[src/rtl/encoder4_2_stream.sv]
// encoder4_2_stream: streams the 2-bit index of every set line of a 4-bit vector over valid/ready
module encoder4_2_stream #(
    parameter bit MSB_FIRST = 1'b0
) (
    input  logic       clk,
    input  logic       rst_n,
    input  logic       in_valid,
    output logic       in_ready,
    input  logic [3:0] in_vec,
    output logic       out_valid,
    input  logic       out_ready,
    output logic [1:0] out_code,
    output logic       out_last,
    output logic       zero_err
);
    typedef enum logic {IDLE, DRAIN} state_t;
    state_t     state, state_nxt;
    logic [3:0] pending, pending_nxt;
    logic [1:0] lo_idx, hi_idx;
    logic       accept, emit, zero_err_nxt;
    // pick the next line in scan order, derive handshakes, and compute the next pending set
    always_comb begin
        lo_idx       = pending[0] ? 2'd0 : pending[1] ? 2'd1 : pending[2] ? 2'd2 : 2'd3;
        hi_idx       = pending[3] ? 2'd3 : pending[2] ? 2'd2 : pending[1] ? 2'd1 : 2'd0;
        out_valid    = state == DRAIN;
        out_code     = out_valid ? (MSB_FIRST ? hi_idx : lo_idx) : 2'd0;
        out_last     = out_valid && ((pending & (pending - 4'd1)) == 4'd0);
        in_ready     = !out_valid || (out_ready && out_last);
        accept       = in_valid && in_ready;
        emit         = out_valid && out_ready;
        pending_nxt  = accept ? in_vec : emit ? (pending & ~(4'b0001 << out_code)) : pending;
        state_nxt    = (pending_nxt != 4'd0) ? DRAIN : IDLE;
        zero_err_nxt = accept && (in_vec == 4'd0);
    end
    // state, remaining lines and the zero-vector pulse; reset drops any undelivered codes
    always_ff @(posedge clk or negedge rst_n) begin
        if (!rst_n) begin
            state    <= IDLE;
            pending  <= 4'd0;
            zero_err <= 1'b0;
        end else begin
            state    <= state_nxt;
            pending  <= pending_nxt;
            zero_err <= zero_err_nxt;
        end
    end
endmodule

[config.mk]
export PLATFORM = sky130hd
export DESIGN_NAME = encoder4_2_stream
export DESIGN_NICKNAME = d
export VERILOG_FILES = /design/src/rtl/encoder4_2_stream.sv
export SDC_FILE = /design/constraint.sdc
export NUM_CORES = 1
export LEC_CHECK = 0
export BUFFER_PORTS_ARGS = -buffer_cell sky130_fd_sc_hd__clkbuf_2
export CORE_AREA = 2 2 39 41
export DETAILED_ROUTE_END_ITERATION = 12
export DIE_AREA = 0 0 41 43
export GPL_TIMING_DRIVEN = 1
export PLACE_DENSITY = 0.59
export SYNTH_ARGS = -nofsm -noshare
export SYNTH_HDL_FRONTEND = slang
export SYNTH_SLANG_ARGS = --single-unit
[constraint.sdc]
create_clock -name clk -period 2.8 [get_ports clk]
set_input_delay 0.42 -clock clk [delete_from_list [all_inputs] [get_ports clk]]
set_output_delay 0.42 -clock clk [all_outputs]
set_load 0.03 [all_outputs]
Yosys cells after proc, flatten, opt, wreduce, memory -nomap -nowiden
Index checks and enable logic that the tools add are counted.

word-level totals
  register bits after elaboration = 6
  input bits = 8
  output and inout port bits = 6
  logic and storage cells = 25

operators by class
  add/subtract/negate cells = 1
  shift operators = 1
  mux-type cells = 7
  bitwise logic cells = 3
  reduce and logical (&&, ||, !) cells = 10

operators by type and width
  operator               count
  $and A4 B4 Y4          2
  $logic_not A4 Y1       2
  $mux W4                2
  $mux W2                3
  $logic_and A1 B1 Y1    5
  $not A4 Y4             1
  $reduce_bool A4 Y1     1
  $shl A1 B2 Y4 const A  1
  $sub A4 B1 Y4 const B  1
  $mux W1                2
  $logic_not A1 Y1       1
  $logic_or A1 B1 Y1     1

Longest topological paths before layout
Gate-level depths: netlist of run 1.

  depth in word-level cells = 11
  depth in mapped cells = 4

Worst setup path after synthesis of run 1
No wires, ideal clock.

  path kind = register to output
  start = register state, in the netlist out_valid
  end = output port out_code[0]
  data arrival time = 1.320 ns
  slack = 1.060 ns
  stages on the path, launching flop included = 3
  cells stage by stage = dfrtp_1 > or2b_1 > a21oi_1

on the way
  longest elaborated chain between the ends = 1

ends and longest elaborated chain
  item                    line  RTL
  from (decl)             17    state_t state, state_nxt;
  from (signal assigned)  42    state <= state_nxt;
  $mux W2                 26    out_code = out_valid ? (MSB_FIRST ? hi_idx : lo_idx) : 2'd0;
  to (decl)               12    output logic [1:0] out_code,

No other way between the ends.

Final worst setup path of run 1
  start = register pending[1]
  end = output port out_last

on the way
  longest elaborated chain between the ends = 4

ends and longest elaborated chain
  item                    line  RTL
  from (decl)             18    logic [3:0] pending, pending_nxt;
  from (signal assigned)  43    pending <= pending_nxt;
  $sub A4 B1 Y4           27    out_last = out_valid && ((pending & (pending - 4'd1)) == 4'd0);
  $and A4 B4 Y4 *         27
  $logic_not A4 Y1 *      27
  $logic_and A1 B1 Y1 *   27
  to (decl)               13    output logic out_last,

Mark *: on every way between the ends. The rest lies on a longest branch, timed or not.

==> flow_summary.toml, run 1 <==
[worst_setup_path]
cp.arrival_ns = 1.57
cp_max_fo = 7
worstSetupPathType = "reg2out"
cp-end-kind = "primary output"
r2r_cells = 4
start_kind = "flop"
required_ns = 2.38

[route]
vias = 326
route.met2.wl_microns = 316
firstDrtPassIters = 5
wire_per_inst_microns = 9.32
drc = 0
drt_iter0_markers = 5
dr_wl_met3_microns = 42
drt-met1-wl_microns = 302
drt.antenna.violating_nets = 0
wl_microns = 662
top_layer = "met3"
avgViaCountPerCell = 4.59

[sta]
max_freq_mhz = 501
fin_crit_sh_pct = 71.2
worst_pin_slew_ns = 0.300
hold_viol = 0
setup_viol = 0
finClkSkew_ns = 0.00198
slew_headroom_pct = 79.8
finalSetupTns_ns = 0
slew_violations = 0
grt_setup_unrepaired = "false"
period_minus_slack_ns = 1.99

[grt]
grt_pass1_wl_microns = 1100
antenna_found_initial = 0
grt_max_degree = 9
gr-total-overflow = 0
grt_pass1_vias = 295
grt_use_total_pct = 10.0

[clocking]
root_buffer = "clkbuf_4"
clock_latency_ns = 0.24
post-cts-setup-buffers = 0
cts_tree = "built"
cts_sinks = 6
cts_buffer_depth = 2
cts-buffers-inserted = 3
cts.htree.levels = 1
clk_pin_slew_ns = 0.04

[floorplan]
io_pins = 14
dieArea_sq_um = 1760
die_h_microns = 43
rows = 14
die_x_microns = 41
coreArea_sq_um = 1380
start_util_pct = 26.8

[final_layout]
diodes = 0
drive_above_1_share_pct = 43.6
area_growth_pct = 31.8
nets = 65

[synth]
synth_area_per_cell_sq_um = 9.75
ys_warn_count = 0
postSynthCellCount = 38
yosys_register_bits = 6
syn-num-nets = 46
seq_area_frac_synth_pct = 40.5
syn_area_sq_um = 370
ys_types = 19

[placed_design]
dp_hpwl_microns = 575
gp_congestion = 0.659
io_buffers = 13

[worst_hold_path]
holdPathStages = 3
hold_path_class = "in2reg"

[pwr]
vdd_ir_drop_max_mv = 0.259
power_density_nw_per_um2 = 1190
leakage_nw = 0.270
p_total_mw = 0.580

[flow_run]
cap_violations = 0

[status]
status = "complete, no violations"
synthesized netlist by cell type:
master / number / area (sq um)
dfrtp_1: 6 / 150
inv_1: 5 / 18.8
nand2_1: 5 / 18.8
o21ai_0: 4 / 20.0
mux2i_1: 3 / 30.0
or2b_1: 2 / 15.0
a21o_1: 1 / 7.51
a21oi_1: 1 / 5.00
and2_2: 1 / 7.51
and2b_2: 1 / 8.76
maj3_2: 1 / 11.3
mux2_4: 1 / 15.0
nor2_1: 1 / 3.75
nor4_1: 1 / 6.26
o211ai_4: 1 / 21.3
o21ai_2: 1 / 8.76
o31a_2: 1 / 10.0
or2_2: 1 / 6.26
or3_1: 1 / 6.26
flip-flops by register name, indices dropped and copies added (netlist names):
signal,cells
pending,4
zero_err,1
out_valid,1
critical path: stages (launching register included):
cell and delay [ns]:
dfrtp_1 0.43, maj3_2 0.35, o21ai_2 0.20, and2_2 0.17
clkbuf_2 0.19
path summary, 6_finish.rpt:
path	end	from	slack, ns
max	out_last	pending[1]$_DFF_PN0_	0.81
min	pending[1]$_DFF_PN0_	in_vec[1]	0.41
max reg2reg	pending[3]$_DFF_PN0_	pending[1]$_DFF_PN0_	1.24
min reg2reg	pending[0]$_DFF_PN0_	pending[0]$_DFF_PN0_	0.57
max in group asynchronous	pending[0]$_DFF_PN0_	rst_n	2.11
min in group asynchronous	pending[2]$_DFF_PN0_	rst_n	0.54
power breakdown:
group / switching (mW) / leakage [nW] / internal, mW / total (mW)
Clock: 0.0268 / 0.0138 / 0.0482 / 0.0750
Combinational: 0.209 / 0.181 / 0.137 / 0.346
Sequential: 0.0396 / 0.0752 / 0.120 / 0.160
Total: 0.275 / 0.270 / 0.305 / 0.580
timing repair:
action	4_1_cts	5_1_grt
endpoints found under the hold margin	6	0
hold buffers	1	0
resized for setup	0	0
through the flow:
step	setup WS [ns]	hold slack (ns)	cells	utilization, %	area (sq um)
4_1_cts	0.778	0.403	71	35.3	488
3_3_place_gp	1.06	0.249	67	32.9	455
3_5_place_dp	1.04	0.253	67	32.9	455
2_1_floorplan	1.06	0.124	38	-	370
6_report	0.805	0.409	71	35.3	488
5_1_grt	0.724	0.409	71	35.3	488
kinds of logic (layout without fill, tap and decap cells):
family          after synthesis  after routing  synth area share, %
simple gates                 13             13                 19.6
flops                         6              6                 40.5
compound gates                9              9                 19.6
mux                           4              4                 12.2
fa+ha+maj                     1              1                 3.04
buf+inv                       5             22                 5.07
per-layer routing:
layer	up-vias	GRT usage, %
li1	167	-
met4	0	12.0
met3	0	3.14
met1	146	11.9
met2	13	12.2
met5	-	0
final cells by class:
cell class | instances | area (sq um)
Inverter | 5 | 18.8
Fill cell | 158 | 896
Multi-Input combinational cell | 27 | 201
Timing Repair Buffer | 14 | 75.1
Clock buffer | 3 | 22.5
Sequential cell | 6 | 150
Tap cell | 16 | 20.0
placed cells by master (no fill, tap or decap):
| master | synthesis | layout |
|---|---|---|
| dlygate4sd3_1 | 0 | 1 |
| o211ai_4 | 1 | 1 |
| a21oi_1 | 1 | 1 |
| o31a_2 | 1 | 1 |
| nand2_1 | 5 | 5 |
| nor2_1 | 1 | 1 |
| nor4_1 | 1 | 1 |
| or2_2 | 1 | 1 |
| maj3_2 | 1 | 1 |
| mux2i_1 | 3 | 3 |
| inv_1 | 5 | 5 |
| a21o_1 | 1 | 1 |
| and2_2 | 1 | 1 |
| mux2_4 | 1 | 1 |
| clkbuf_4 | 0 | 3 |
| and2b_2 | 1 | 1 |
| or2b_1 | 2 | 2 |
| clkbuf_2 | 0 | 13 |
| or3_1 | 1 | 1 |
| dfrtp_1 | 6 | 6 |
| o21ai_2 | 1 | 1 |
| o21ai_0 | 4 | 4 |
(Power assumes the default switching activity.)
==> run 2: changes to the inputs <==
--- a/config.mk
+++ b/config.mk
@@ -10,7 +10,7 @@
 export DETAILED_ROUTE_END_ITERATION = 12
 export DIE_AREA = 0 0 41 43
 export GPL_TIMING_DRIVEN = 1
-export PLACE_DENSITY = 0.59
+export PLACE_DENSITY = 0.61
 export SYNTH_ARGS = -nofsm -noshare
 export SYNTH_HDL_FRONTEND = slang
 export SYNTH_SLANG_ARGS = --single-unit
==> constraint.sdc (replaced) <==
create_clock -name clk -period 1.7 [get_ports clk]
set_input_delay 0.255 -clock clk [delete_from_list [all_inputs] [get_ports clk]]
set_output_delay 0.255 -clock clk [all_outputs]
set_load 0.03 [all_outputs]
==> run 2 against run 1 <==
  * The flow now finishes with violations (setup timing)
  * Highest routed layer unchanged
  * Power grew 98%
  * Die area is the same
  * Clock skew is essentially flat
  * Combinational power grew 120%
  * Clock power grew 68%
  * First-iteration DRC count shrank 40%
  * Cell area grew 12%
  * Worst hold slack lost 0.16 ns
==> flow_summary.toml, run 2 (synthesized netlist as in run 1, its figures left out) <==
[status]
status = "complete, but fails checks"
violations = "setup timing"

[clocking]
cts.htree.levels = 1
clk_pin_slew_ns = 0.04
cts_buffer_depth = 2
cts-buffers-inserted = 3
root_buffer = "clkbuf_4"
clock_latency_ns = 0.24
cts_sinks = 6
cts_tree = "built"

[flow_run]
cap_violations = 0

[pwr]
power_density_nw_per_um2 = 2100
vdd_ir_drop_max_mv = 0.616
leakage_nw = 0.296
p_total_mw = 1.15

[worst_setup_path]
max_stage_delay_ns = 0.40
r2r_end = "pending[3]$_DFF_PN0_"
r2r_cells = 4
endpoint = "out_last"
crit_start = "pending[2]$_DFF_PN0_"
worstSetupPathType = "reg2out"
crit_chain = "maj3_2, o21ai_4, and2_4, buf_8"
cp-end-kind = "primary output"
rrSetupSlack_ns = 0.17
crit_path_top_delay_cell = "dfrtp_1"
cp.arrival_ns = 1.48
crit_family = "flip-flops"
path_buf_inv = 1
path_depth = 4
required_ns = 1.44
start_kind = "flop"
cp_max_fo = 4
timing.rr.start = "out_valid$_DFF_PN0_"

[final_layout]
diodes = 0
multiInputGateArea_sq_um = 218
nets = 68
top_register = "pending"
area_growth_pct = 47.6
layout_commonest_cell = "clkbuf_2"
final_cell_mix = "clkbuf_2, dfrtp_1, inv_1"
seqCellArea_sq_um = 150
drive_above_1_share_pct = 50.0
num-fill-cells = 144
fin_util_pct = 39.5
largest_reg_flops = 4

[placed_design]
io_buffers = 13
gp_congestion = 0.715
dp_hpwl_microns = 566

[sta]
period_minus_slack_ns = 1.73
hold_viol = 0
grt_setup_unrepaired = "true"
worst_pin_slew_ns = 0.303
slew_violations = 0
finClkSkew_ns = 0.00239
finalWorstSetupSlack_ns = -0.0344
fin_crit_sh_pct = 102
max_freq_mhz = 577
slew_headroom_pct = 79.6
setup_viol = 2

[floorplan]
die_h_microns = 43
dieArea_sq_um = 1760
rows = 14
io_pins = 14
start_util_pct = 26.8
coreArea_sq_um = 1380
die_x_microns = 41

[route]
drt_iter0_markers = 3
vias = 328
firstDrtPassIters = 4
drt.antenna.violating_nets = 0
drc = 0
wl_microns = 705
avgViaCountPerCell = 4.43
wire_per_inst_microns = 9.53

[grt]
antenna_found_initial = 0
grt_use_total_pct = 9.63
gr-total-overflow = 0
grt_pass1_wl_microns = 1110
grt_pass1_vias = 292
grt_max_degree = 9

[worst_hold_path]
hold_path_class = "in2reg"
==> run 2: through the flow <==
step	setup WS (ns)	setup TNS (ns)	hold WS, ns	area (sq um)	cells
final	-0.0344	-0.0643	0.248	547	74
after global routing	-0.102	-0.202	0.256	547	74
after CTS	-0.0427	-0.0576	0.244	526	72
after detailed placement	0.122	0	0.0891	455	67
after global placement	0.130	0	0.0870	455	67
after floorplan	0.0914	0	-0.0406	370	38
==> run 2: layout make-up <==
class	instances	area share [%]
multi-input cells	27	39.8
clock buffers	3	4.12
inverters	5	3.43
well taps	16	3.66
flip-flops and latches	6	27.5
repair buffers	17	21.5
==> run 2: power by group <==
part / total, mW / leakage (nW) / internal, mW / switching [mW]
Clock: 0.126 / 0.0138 / 0.0795 / 0.0464
Sequential: 0.265 / 0.0752 / 0.198 / 0.0671
Combinational: 0.756 / 0.207 / 0.366 / 0.390
==> run 2: tightest hold or removal path, cell delays in order <==
cell and delay [ns]:
clkbuf_2 0.09, inv_1 0.04, mux2i_1 0.05
==> run 2: metal layers <==
layer	global-route usage (%)	wire (microns)
met5	0	0
met4	8.00	0
met3	3.14	62
met2	12.5	308
met1	12.3	334
==> run 2: timing repair <==
action	4_1_cts	5_1_grt
hold buffers	1	0
buffers inserted	1	2
gates resized for setup	6	4
endpoints found under the hold margin	6	0
endpoints found under the setup margin	2	2
pin swaps	0	2
==> run 2: worst min path at each step <==
stage                          from                   end  slack [ns]  cells after the start
after floorplan               rst_n   out_valid$_DFF_PN0_       -0.04                      0
after global placement        rst_n  pending[3]$_DFF_PN0_        0.09                      1
after detailed placement      rst_n  pending[3]$_DFF_PN0_        0.09                      1
after CTS                 in_vec[1]  pending[1]$_DFF_PN0_        0.24                      3
after global routing      in_vec[2]  pending[2]$_DFF_PN0_        0.26                      3
final                     in_vec[1]  pending[1]$_DFF_PN0_        0.25                      3
